## config.mk

```make
export PLATFORM = sky130hd
export DESIGN_NAME = pcie_rx_snoop
export DESIGN_NICKNAME = d
export VERILOG_FILES = /design/src/rtl/pcie_rx_snoop.sv
export SDC_FILE = /design/constraint.sdc
export NUM_CORES = 1
export LEC_CHECK = 0
export ABC_AREA = 0
export BUFFER_PORTS_ARGS = -buffer_cell sky130_fd_sc_hd__buf_2
export CORE_MARGIN = 2
export CORE_UTILIZATION = 29
export CTS_CLUSTER_SIZE = 24
export DETAILED_ROUTE_END_ITERATION = 8
export GPL_ROUTABILITY_DRIVEN = 0
export MAX_ROUTING_LAYER = met4
export PLACE_DENSITY = 0.54
export SYNTH_ARGS = -nofsm -noshare
export SYNTH_HDL_FRONTEND = slang
export SYNTH_SLANG_ARGS = --single-unit
```

## constraint.sdc

```tcl
create_clock -name clk -period 3.5 [get_ports clk]
set_input_delay 0.175 -clock clk [delete_from_list [all_inputs] [get_ports clk]]
set_output_delay 0.175 -clock clk [all_outputs]
set_load 0.01 [all_outputs]
```

## src/rtl/pcie_rx_snoop.sv

```systemverilog
// pcie_rx_snoop: passive tap on the PCIe AXIS RX stream.
// Copies qualifying TLPs into a 72-bit FIFO word stream.
module pcie_rx_snoop #(
   parameter bit FILTER_MWR = 1'b1,
   parameter int CNT_W      = 16
) (
   input  logic             clk,
   input  logic             sys_rst_n,
   input  logic [63:0]      m_axis_rx_tdata,
   input  logic [7:0]       m_axis_rx_tkeep,
   input  logic             m_axis_rx_tlast,
   input  logic             m_axis_rx_tvalid,
   output logic             m_axis_rx_tready,
   input  logic             snoop_en,
   output logic [71:0]      din,
   output logic             wr_en,
   input  logic             full,
   input  logic             prog_full,
   output logic [7:0]       rx_pktcount,
   output logic [CNT_W-1:0] drop_count,
   output logic             overflow_err
);

   typedef enum logic [1:0] {IDLE, PASS, DROP, SKIP} state_t;

   state_t           state_q, state_d;
   logic             tready_q, tready_d;
   logic             wr_en_q, wr_en_d;
   logic [71:0]      din_q, din_d;
   logic [7:0]       pkt_q, pkt_d;
   logic [CNT_W-1:0] drop_q, drop_d;
   logic             ovf_q, ovf_d;

   logic             acc;
   logic             is_mwr;
   logic             qual;
   logic [71:0]      word;
   logic             unused_keep;

   // Only tkeep[0] and tkeep[4] carry information for 8'h0F/8'hFF beats.
   assign unused_keep = ^{m_axis_rx_tkeep[7:5], m_axis_rx_tkeep[3:1]};

   // Next-state, FIFO word and counter logic.
   always_comb begin
      state_d  = state_q;
      tready_d = 1'b1;
      wr_en_d  = 1'b0;
      din_d    = din_q;
      pkt_d    = pkt_q;
      drop_d   = drop_q;
      ovf_d    = ovf_q;
      acc      = m_axis_rx_tvalid & tready_q;
      is_mwr   = m_axis_rx_tdata[30] & (m_axis_rx_tdata[28:24] == 5'd0);
      qual     = snoop_en & (!FILTER_MWR | is_mwr);
      word     = {4'b0000, m_axis_rx_tkeep[4], m_axis_rx_tkeep[0],
                  m_axis_rx_tlast, 1'b0, m_axis_rx_tdata};
      unique case (state_q)
         IDLE: begin
            if (acc) begin
               if (qual && !prog_full && !full) begin
                  wr_en_d   = 1'b1;
                  din_d     = word;
                  din_d[64] = 1'b1;
                  if (m_axis_rx_tlast) pkt_d = pkt_q + 8'd1;
                  else                 state_d = PASS;
               end else if (qual) begin
                  if (!(&drop_q)) drop_d = drop_q + CNT_W'(1);
                  if (!m_axis_rx_tlast) state_d = DROP;
               end else begin
                  if (!m_axis_rx_tlast) state_d = SKIP;
               end
            end
         end
         PASS: begin
            if (acc) begin
               if (full) begin
                  // Truncated TLP: consumer resyncs on next SOF.
                  ovf_d   = 1'b1;
                  state_d = m_axis_rx_tlast ? IDLE : DROP;
               end else begin
                  wr_en_d = 1'b1;
                  din_d   = word;
                  if (m_axis_rx_tlast) begin
                     pkt_d   = pkt_q + 8'd1;
                     state_d = IDLE;
                  end
               end
            end
         end
         DROP, SKIP: begin
            if (acc && m_axis_rx_tlast) state_d = IDLE;
         end
         default: state_d = IDLE;
      endcase
   end

   // State and output registers with synchronous reset.
   always_ff @(posedge clk) begin
      if (!sys_rst_n) begin
         state_q  <= IDLE;
         tready_q <= 1'b0;
         wr_en_q  <= 1'b0;
         din_q    <= '0;
         pkt_q    <= '0;
         drop_q   <= '0;
         ovf_q    <= 1'b0;
      end else begin
         state_q  <= state_d;
         tready_q <= tready_d;
         wr_en_q  <= wr_en_d;
         din_q    <= din_d;
         pkt_q    <= pkt_d;
         drop_q   <= drop_d;
         ovf_q    <= ovf_d;
      end
   end

   assign m_axis_rx_tready = tready_q;
   assign wr_en            = wr_en_q;
   assign din              = din_q;
   assign rx_pktcount      = pkt_q;
   assign drop_count       = drop_q;
   assign overflow_err     = ovf_q;

endmodule
```

======== Word-level counts from Yosys, hierarchy flattened ========
Cells that the tools add are included.
word-level totals
  bits in registers ....................... 101
  output and inout bits ................... 99
  logic and storage cells ................. 67
operators by class
  add/sub/neg operators ................... 2
  eq/ne operators ......................... 10
  multiplexer cells ....................... 29
  bitwise operators ....................... 5
  reduce and logical (&&, ||, !) cells .... 14
operator list
  kind                   number
  $mux 72                4
  $pmux 72 s2            1
  $mux 8                 5
  $mux 2                 11
  $add 16x1->16 const B  1
  $pmux 8 s2             1
  $reduce_and 16->1      1
  $reduce_and 5->1       3
  $ne 2x2->1 const B     6
  $add 8x1->8 const B    1
  $pmux 2 s3             1
  $logic_not 5->1        1
  $mux 1                 5
  $eq 2x2->1 const B     2
  $and 1x1->1            3
  $logic_and 1x1->1      3
  $ne 3x3->1 const B     1
  $reduce_and 3->1       1
  $eq 2x1->1 const B     1
  $logic_not 1->1        2
  $logic_not 2->1        1
  $not 1->1              2
  $pmux 1 s2             1
  $reduce_bool 2->1      1
  $reduce_or 2->1        1

======== Logic depth before layout (Yosys ltp) ========
  word-level depth ........................ 8
  mapped depth ............................ 9

======== Worst setup path after synthesis ========
OpenSTA, ideal clock, no wires.
  path kind ............................... register to register
  from .................................... reg drop_q[0], in the netlist drop_count[0]
  to ...................................... reg drop_q[1], in the netlist drop_count[1]
  setup time .............................. 0.128 ns
  arrival time ............................ 1.858 ns
  path slack .............................. 1.515 ns
  cell stages (with the launch flop) ...... 8
  clock period less this slack ............ 1.985 ns
  path through ............................ dfxtp_1 -> ha_1 -> nand4_1 -> or3_1 -> o21ai_1 -> buf_2 -> mux2i_1 -> nor2_1
between the ends
  cells in the longest elaborated chain, start to end .. 3
RTL lines
  element                                                RTL line  text
  from (decl)                                            31        logic [CNT_W-1:0] drop_q, drop_d;
  from (signal assigned)                                 113       drop_q <= drop_d;
  branches (longest 3 deep; another with $add 16x1->16)  --
Several ways; the timed one is not identified.
A chain may end at the register's enable or synchronous reset.

======== Final worst setup path ========
Same ends and word-level chain as after synthesis.

==> results.py <==
metrics = {
    "clocking": {
        "cts_tree": "done",
        "cts_sinks": 97,
        "ctsRootBufferMaster": "clkbuf_16",
        "clk_pin_slew_ns": 0.06,
        "cts-buffers-inserted": 9,
        "cts-resized-gates": 0,
        "clockBufferDepth": 2,
        "hold_buffers": 0,
        "clk_latency_ns": 0.33,
        "cts_setup_buffers": 0,
        "htree_levels": 3,
    },
    "synthesis": {
        "synth_commonest_cells": "125 x nand2_1, 97 x dfxtp_1, 57 x a21oi_1, 32 x nand3_1, 23 x o21ai_0",
        "yosys-top-cells-area": "dfxtp_1 51%, nand2_1 12%, a21oi_1 7.5%, nand3_1 4.2%, o21ai_0 3.0%",
        "yosysWarnings": 0,
        "syn-mean-instance-area_sq_um": 8.18,
        "synthAdderAreaFrac_pct": 0.654,
        "synth-seq-cells": 97,
        "async_flop_share_pct": 0,
        "synth_top_family_by_area": "simple AND/OR/NAND/NOR gates",
        "synthDistinctLibCells": 42,
        "synth_ff_type": "dfxtp_1",
        "synth-seq-area-share_pct": 50.7,
        "yosys.area_share.simple_pct": 26.5,
        "synth_compound_area_share_pct": 14.4,
        "synth_cells": 468,
        "synth-xor-area-share_pct": 1.83,
        "synthMuxAreaShare_pct": 1.31,
        "yosysMostFrequentCell": "nand2_1",
        "syn_area_sq_mm": 0.00383,
        "netlist.area_leader.share_pct": 50.7,
        "synth_edf_count": 0,
        "yosysTopAreaCell": "dfxtp_1",
    },
    "critical_path": {
        "cp-start-kind": "flip-flop",
        "r2r_cells": 6,
        "cp.arrival_ns": 2.67,
        "crit_path_cell_trace": "ha_1 -> nand4_1 -> or3_1 -> o21ai_1 -> mux2i_1 -> nor2_1",
        "crit_slowest_cell": "o21ai_1",
        "path_depth": 6,
        "r2r_end": "drop_count[1]",
        "path_buf_inv": 0,
        "cp_top_family": "compound AO/OA/AOI/OAI gates",
        "max_stage_delay_ns": 0.86,
        "worstPathMaxFanout": 17,
        "cp.required_ns": 3.71,
        "end_kind": "flip-flop",
        "reg2reg_from": "drop_count[0]",
        "crit_type": "flip-flop to flip-flop",
        "r2r_slack_ns": 1.05,
    },
    "routing": {
        "num_vias": 3671,
        "detail_route.wl_per_cell_microns": 13.0,
        "routed_wl_mm": 10.3,
        "vias_per_cell": 4.61,
        "firstDrtPassIters": 4,
        "drt_first_iter_violations": 187,
        "final_antenna_net_count": 0,
        "drc": 0,
    },
    "timing": {
        "clock_skew_ns": 0.00343,
        "hold_violations": 0,
        "maxSlewViolCount": 0,
        "max_freq_mhz": 407,
        "hold_slack_ns": 0.0505,
        "maxSlewHeadroom_pct": 26.3,
        "setup_tns_ns": 0,
        "fin_crit_sh_pct": 70.1,
        "tightest_slew_ns": 1.10,
        "setup_viol": 0,
        "finalWorstPathRequiredPeriod_ns": 2.45,
        "rsz0062_at_grt": "false",
    },
    "place": {
        "placed_cells": 782,
        "io_buffers": 167,
        "dp_hpwl_mm": 7.40,
        "placed_cell_area_sq_mm": 0.00479,
    },
    "floorplan": {
        "core_sq_mm": 0.0128,
        "start_util_pct": 30.0,
        "boundaryPins": 178,
        "num_rows": 41,
        "dieArea_sq_mm": 0.0141,
        "dieWidth_microns": 119,
        "fp.dieH_microns": 119,
    },
    "layout": {
        "layout-drive-gt1-share_pct": 31.0,
        "antenna_cells": 0,
        "fin_nets": 702,
        "areaGrowthSynthToFinish_pct": 33.4,
        "final_cell_area_sq_mm": 0.00511,
        "final_cell_count_no_fill": 797,
    },
    "run_status": {
        "outcome": "complete, no violations",
    },
    "global_route": {
        "grt_pass1_wl_mm": 16.0,
        "antenna_found_initial": 0,
        "grt_max_degree": 54,
        "grt-ovfl-total": 0,
        "grt_pass1_vias": 3310,
        "track_usage_pct": 14.4,
    },
    "power": {
        "pwr-share-clk_pct": 45.8,
        "fin_total_pwr_w": 0.00226,
        "netSwitchingPower_w": 0.000459,
        "power_leakage_nw": 2.20,
        "vdd.ir_drop.worst_v": 0.000178,
        "pwr-share-seq_pct": 49.5,
        "p_per_area_mw_per_mm2": 442,
        "intPower_w": 0.00180,
        "comb_power_share_pct": 4.7,
        "swShare_pct": 20.3,
    },
    "min_path": {
        "holdPathStages": 3,
        "hold_class": "input pin to flip-flop",
        "hold_end": "din[61]",
        "min_from": "m_axis_rx_tdata[61]",
    },
    "run": {
        "maxCapViolations": 0,
    },
}
[layout by cell type (no fill, tap or decap), drive strengths merged, types with 2 or more instances in the layout]
cell type / instances
a21oi: 57
and2: 3
and3: 3
buf: 173
bufinv: 2
clkbuf: 12
conb: 4
dfxtp: 97
ha: 2
inv: 3
mux2i: 5
nand2: 125
nand2b: 3
nand3: 32
nand4: 5
nand4bb: 2
nor2: 15
nor3: 10
nor4: 5
o211ai: 2
o21a: 8
o21ai: 25
o31ai: 4
or3: 5
or4: 5
xnor2: 5
xor2: 3
[logic make-up (layout without fill, tap and decap cells)]
kind of cell / Yosys count / count (layout)
xor gates and xnor gates: 8 / 8
buffers and inverters: 37 / 191
DFF: 97 / 97
adders and majority gates: 2 / 2
and+or+nand+nor: 218 / 218
AOI/OAI and AO/OA: 100 / 100
other: 1 / 4
muxes: 5 / 5
[per-stage QoR]
stage	util (%)	setup slack [ns]
after floorplan	-	1.51
after global placement	37.5	0.974
after detailed placement	37.5	0.931
after global routing	40.0	0.846
after CTS	40.0	1.04
final	40.0	1.05
[registers in the layout, indices dropped and copies added, names as in the netlist]
signal / cells
overflow_err: 1
m_axis_rx_tready: 1
wr_en: 1
din: 68
drop_count: 16
state_q: 2
rx_pktcount: 8
[routing by layer]
| layer | routed length [microns] | vias to the layer above | GRT usage, % |
|---|---|---|---|
| met2 | 5000 | 102 | 23.2 |
| met3 | 469 | 13 | 3.02 |
| li1 | - | 1899 | - |
| met4 | 197 | 0 | 7.14 |
| met5 | 0 | - | - |
| met1 | 4670 | 1657 | 17.2 |
[worst max-delay path by stage]
stage / start / end / slack (ns)
2_1_floorplan: drop_count[0] / drop_count[1] / 1.51
3_3_place_gp: m_axis_rx_tdata[28] / rx_pktcount[1] / 0.97
3_5_place_dp: m_axis_rx_tdata[28] / din[34] / 0.93
4_1_cts: state_q[1] / din[34] / 1.04
5_1_grt: m_axis_rx_tready / din[34] / 0.85
6_report: drop_count[0] / drop_count[1] / 1.05
[cell type report]
type | count | area, sq um
Multi-Input combinational cell | 337 | 1730
Clock buffer | 12 | 246
Fill cell | 1337 | 7670
Clock inverter | 3 | 65.1
Inverter | 3 | 11.3
Timing Repair Buffer | 173 | 893
Tap cell | 172 | 215
Sequential cell | 97 | 1940
[tightest hold or removal path: cells and delay by family]
kind | cells | cell delay [ns]
and+or+nand+nor | 1 | 0.05
AOI/OAI and AO/OA | 1 | 0.06
buffers and inverters | 1 | 0.07
[power groups by stage]
| stage | clock [W] | combinational (W) | sequential (W) |
|---|---|---|---|
| after floorplan | 0 | 0.0000499 | 0.00114 |
| after global placement | 0 | 0.000105 | 0.00114 |
| after detailed placement | 0 | 0.000107 | 0.00114 |
| after CTS | 0.00108 | 0.000107 | 0.00112 |
| after global routing | 0.00112 | 0.000117 | 0.00112 |
| final | 0.00103 | 0.000106 | 0.00112 |
Note: power is estimated with default switching activity, not from simulation.
